## src/rtl/spi_pkg.sv

```systemverilog
`default_nettype none
// ============================================================================
// Module   : spi_pkg
// Brief    : Shared SPI frame width, frame type and FIFO depth default.
// Revision : 1.0
// ============================================================================
package spi_pkg;

  localparam int SPI_FRAME_W            = 24;
  localparam int SPI_FIFO_DEPTH_DEFAULT = 8;

  typedef logic [SPI_FRAME_W-1:0] spi_frame_t;

endpackage : spi_pkg
`default_nettype wire

```

## src/rtl/sync_fifo.sv

```systemverilog
`default_nettype none
// ============================================================================
// Module   : sync_fifo
// Brief    : Generic single-clock FIFO with wrap-bit pointers and flush.
// Revision : 1.0
// ============================================================================
module sync_fifo #(
  parameter int DEPTH = 8,
  parameter int DW    = 24
) (
  input  logic                       clk,
  input  logic                       RST,
  input  logic                       flush,
  input  logic                       push,
  input  logic [DW-1:0]              wr_data,
  input  logic                       pop,
  output logic [DW-1:0]              rd_data,
  output logic                       empty,
  output logic                       full,
  output logic [$clog2(DEPTH+1)-1:0] level
);

  localparam int AW = $clog2(DEPTH);
  localparam int LW = $clog2(DEPTH+1);

  logic [AW:0]   r_wr_ptr;
  logic [AW:0]   r_rd_ptr;
  logic [DW-1:0] r_mem [DEPTH];

  logic          w_push;
  logic          w_pop;
  logic [AW:0]   w_diff;

  assign empty  = (r_wr_ptr == r_rd_ptr);
  assign full   = (r_wr_ptr[AW-1:0] == r_rd_ptr[AW-1:0]) &&
                  (r_wr_ptr[AW] != r_rd_ptr[AW]);
  // A pop never frees space for a same-cycle push: no write-through when full.
  assign w_push = push && !full;
  assign w_pop  = pop && !empty;
  assign w_diff = r_wr_ptr - r_rd_ptr;
  assign level  = LW'(w_diff);

  assign rd_data = empty ? '0 : r_mem[r_rd_ptr[AW-1:0]];

  always_ff @(posedge clk) begin
    if (RST || flush) begin
      r_wr_ptr <= '0;
      r_rd_ptr <= '0;
    end else begin
      if (w_push) r_wr_ptr <= r_wr_ptr + 1'b1;
      if (w_pop)  r_rd_ptr <= r_rd_ptr + 1'b1;
    end
  end

  always_ff @(posedge clk) begin
    if (w_push && !flush && !RST) r_mem[r_wr_ptr[AW-1:0]] <= wr_data;
  end

endmodule : sync_fifo
`default_nettype wire

```

## src/rtl/spi_tx_fifo.sv

```systemverilog
`default_nettype none
// ============================================================================
// Module   : spi_tx_fifo
// Brief    : Queues SPI frames and hands them one at a time to spi_tx.
// Revision : 1.0
// ============================================================================
module spi_tx_fifo
  import spi_pkg::*;
#(
  parameter int DEPTH = SPI_FIFO_DEPTH_DEFAULT,
  parameter int DW    = SPI_FRAME_W
) (
  input  logic                       clk,
  input  logic                       RST,
  input  logic [DW-1:0]              in_data,
  input  logic                       in_valid,
  output logic                       in_ready,
  input  logic                       flush,
  output logic [DW-1:0]              BUS_DATA,
  output logic                       tx_valid,
  input  logic                       spi_ready,
  output logic [$clog2(DEPTH+1)-1:0] level,
  output logic                       busy
);

  logic w_empty;
  logic w_full;
  logic w_push;
  logic w_pop;

  assign in_ready = !w_full;
  assign tx_valid = !w_empty;
  assign w_push   = in_valid && !w_full;
  // spi_tx latches BUS_DATA in exactly this cycle, then drops spi_ready.
  assign w_pop    = !w_empty && spi_ready;
  assign busy     = !w_empty || !spi_ready;

  sync_fifo #(
    .DEPTH (DEPTH),
    .DW    (DW)
  ) u_fifo (
    .clk     (clk),
    .RST     (RST),
    .flush   (flush),
    .push    (w_push),
    .wr_data (in_data),
    .pop     (w_pop),
    .rd_data (BUS_DATA),
    .empty   (w_empty),
    .full    (w_full),
    .level   (level)
  );

endmodule : spi_tx_fifo
`default_nettype wire

```

## config.mk

```make
export PLATFORM = sky130hd
export DESIGN_NAME = spi_tx_fifo
export DESIGN_NICKNAME = d
export VERILOG_FILES = /design/src/rtl/spi_pkg.sv /design/src/rtl/sync_fifo.sv /design/src/rtl/spi_tx_fifo.sv
export SDC_FILE = /design/constraint.sdc
export NUM_CORES = 1
export LEC_CHECK = 0
export ABC_AREA = 1
export CORE_MARGIN = 5
export CORE_UTILIZATION = 50
export DETAILED_ROUTE_END_ITERATION = 7
export GPL_TIMING_DRIVEN = 0
export MAX_ROUTING_LAYER = met4
export PLACE_DENSITY = 0.69
export RECOVER_POWER = 100
export SETUP_SLACK_MARGIN = 0.2
export SLEW_MARGIN = 20
export SYNTH_ARGS = -nofsm -noshare
export SYNTH_HDL_FRONTEND = slang
export SYNTH_SLANG_ARGS = --single-unit
```

## constraint.sdc

```tcl
create_clock -name clk -period 10.2 [get_ports clk]
set_clock_uncertainty 0.15 [all_clocks]
set_input_delay 2.55 -clock clk [delete_from_list [all_inputs] [get_ports clk]]
set_output_delay 2.55 -clock clk [all_outputs]
set_load 0.1 [all_outputs]
```

==> key figures, run 1 <==
Status
  – Outcome: finished, final reports clean

Routing
  – Antenna-violating nets left: 0
  – Post-DR vias/cell: 5.101
  – DRC: 0
  – Final wirelength: ~20 mm
  – Vias: 5983
  – Routed WL per cell: between 15 and 20 um
  – DR pass1 iterations: 5
  – Iter 0 DRT Violations: 537

Die
  – Initial core utilization: 50.50%
  – I/O pin count: 60
  – Die span in x: roughly 140 um
  – Die area: around 20000 um^2
  – Die Ht: between 100 and 150 um
  – Cell Rows: between 40 and 50
  – Placeable Area: about 17000 um^2

Synth
  – Area leader, netlist: edfxtp_1
  – Synthesis Warnings: 0
  – Synthesized area: 8675 um^2
  – Net Count, Synth: just under 900
  – Yosys reg bits: about 200
  – Syn_area_per_cell: ~10 um^2
  – Most frequent cell after synthesis: nor2_1
  – Synth top cells by count: nor2_1 (255), edfxtp_1 (192), nand2_1 (165)
  – Most frequently used flop master after synthesis: edfxtp_1
  – Share of flip-flops with an asynchronous set or reset: 0%
  – Register area share after synthesis: approximately 70%
  – Distinct cell type count of the synthesized netlist: 22
  – Area contributors post-synth: edfxtp_1 (66%), nor2_1 (11%), nand2_1 (7.1%)
  – Synth Instances: 837
  – Number of flops mapped to enable cells by yosys: ~190
  – Share of the synthesized area in the top cell type: between 60% and 70%

Timing
  – Final setup violating endpoints: 0
  – FMAX: 142.6 MHz
  – Worst-Margin Slew: around 1.3 ns
  – Final worst path period need: between 7 and 8 ns
  – Fin worst setup slack: 3.189 ns
  – Tcrit/Tclk final: 68.73%
  – Count of final max-slew check failures: 0
  – Slew HR: 14.98%
  – RSZ-0062 raised after global routing: false
  – Final hold violation count: 0
  – Total negative slack: 0 ns
  – Hold WS: 0.3879 ns

Layout
  – Final Core Density: between 50% and 60%
  – Area grow syn2layout: 18.39%
  – Fraction of layout cells with a size suffix above 1: 7.384%
  – Non-Filler Instances: 1173
  – # diodes: 0
  – Final nets: around 970
  – Post-route cell area: about 10000 um^2

Worst setup path
  – Crit-path cells: clkdlybuf4s50_1 > nand2_1 > dlygate4sd3_1
  – CP required: 7.50 ns
  – Worst Path Max Fanout: 4
  – CP Capture Type: output port
  – Buffers & Inverters on Critical Path: 2
  – Setup CP Type: input pin to output port
  – Delay-heaviest family, CP: buffers and inverters
  – Max incr delay on CP: ~1.2 ns
  – Setup crit start kind: input pin
  – Cell with the largest stage delay on the worst path: dlygate4sd3_1
  – CP Data Arrival Time: between 4 and 5 ns

CTS
  – Post-CTS sizing: 0
  – CTS Hold Buffers Added: 0
  – Clk buf depth: 3
  – Clk pin slew, worst setup/hold paths: roughly 0.06 ns
  – Clk root buf: clkbuf_16
  – CTS tree: built
  – Skew-Pair Late Insertion Delay: slightly below 0.5 ns
  – Postcts setup bufs: 0
  – CTS Buf Count: 21
  – H-tree depth: 1
  – Clk sinks: a little over 200

Global routing
  – First-pass GRT wire length: between 30 and 40 mm
  – Initial antenna violation count: 0
  – Global route overflow: 0
  – GRT Util Overall: about a fifth
  – Vias in the first global route: between 5000 and 6000
  – Pin count of the biggest net entering global routing: 15

Hold path
  – HP Class: register to register

Job
  – Maxcap violations: 0

Place
  – Pre-CTS setup slack: 3.256 ns
  – Port Buffers: slightly below 60
  – Detailed placement HPWL: roughly 14 mm
  – Dpl cell area: approximately 9800 um^2
  – Routability cong.: between 0.7 and 0.8
  – Cell Count Post-Placement: 1135

Power and ir drop
  – Leakage: approximately 4.0 nW
  – Power per Cell Area: ~180 nW/um^2
  – Max rail drop VDD: ~0.00010 V
  – Power consumption: around 1.8 mW
flip-flops by register name, summed over array words and instances (netlist names), named ones only:
name and cells:
u_fifo.r_wr_ptr 4, u_fifo.r_rd_ptr 4, u_fifo.r_mem 192
cell families (layout without fill, tap and decap cells):
| family | count (synthesis) | after routing | share of synthesized area (%) |
|---|---|---|---|
| and+or+nand+nor | 461 | 461 | 20.58 |
| adders and majority gates | 6 | 6 | 0.9520 |
| buffers and inverters | 105 | 216 | 5.712 |
| xor gates and xnor gates | 4 | 4 | 0.4039 |
| AOI/OAI and AO/OA | 58 | 58 | 3.346 |
| DFF | 203 | 203 | 69.00 |
path summary, 6_finish.rpt:
| path | startpoint | slack [ns] | cells after the start | to |
|---|---|---|---|---|
| worst min register to register | u_fifo.r_wr_ptr[3] | 0.39 | 2 | u_fifo.r_wr_ptr[3] |
| worst max-delay path | spi_ready | 3.19 | 3 | busy |
| worst min-delay path | u_fifo.r_wr_ptr[3] | 0.39 | 2 | u_fifo.r_wr_ptr[3] |
| worst max register to register | u_fifo.r_rd_ptr[2] | 6.44 | 10 | u_fifo.r_mem[2][7] |
layer usage:
layer	share of wire, %	GRT usage [%]	vias to the layer above
met1	42	27.05	2831
met4	2.2	5.152	0
met2	51	35.37	190
met3	5.6	2.427	34
met5	0	-	-
li1	-	-	2928
cell type report:
type / instances / area, um^2
Fill cell: 1440 / 6907
Sequential cell: 203 / 5986
Multi-Input combinational cell: 529 / 2193
Timing Repair Buffer: 73 / 643.1
Clock buffer: 26 / 584.3
Tap cell: 225 / 281.5
Buffer: 40 / 251.5
Inverter: 65 / 244.0
Clock inverter: 12 / 86.33
power breakdown:
group	internal, mW	total (mW)	switching [mW]
clock	0.432	0.732	0.300
sequential	0.917	0.919	0.00220
combinational	0.0460	0.191	0.145
total	1.39	1.84	0.448
tightest hold or removal path, delay by kind of cell, from the launching register on:
family          cells  cell delay [ns]
compound gates      1             0.06
flops               1             0.35
simple gates        1             0.08
placed cells by master, fill, tap and decap left out, types with 2 or more instances in the layout:
master           instances
dlygate4sd3_1           56
edfxtp_1               192
dfxtp_1                 11
nor3_1                   3
clkbuf_8                 4
clkinv_1                 2
a21oi_1                  5
clkbuf_1                24
nand3_1                 35
clkinv_2                 8
nand4_1                  2
buf_6                   10
nand2_1                165
ha_1                     5
o21ai_0                 13
inv_2                    5
xor2_1                   3
o21ai_1                 40
buf_2                   18
buf_1                    2
nor2_1                 255
clkbuf_16               21
inv_1                   60
clkdlybuf4s50_1          3
(Power assumes the default switching activity.)
==> run 2: changes to the inputs <==
clock period = 7.36 ns   (was 10.2 ns; I/O delays follow)
==> results of run 2 <==
The final DEF is identical to that of run 1. Status: finished, final reports clean.
Main changes from that run: setup slack after placement 3.256 ns -> 1.836 ns; setup slack after layout 3.189 ns -> 1.769 ns; register-to-register setup slack 6.44 ns -> 3.60 ns; total power 1.842 mW -> 2.553 mW; worst IR drop on VDD 0.0001032 V -> 0.0001431 V
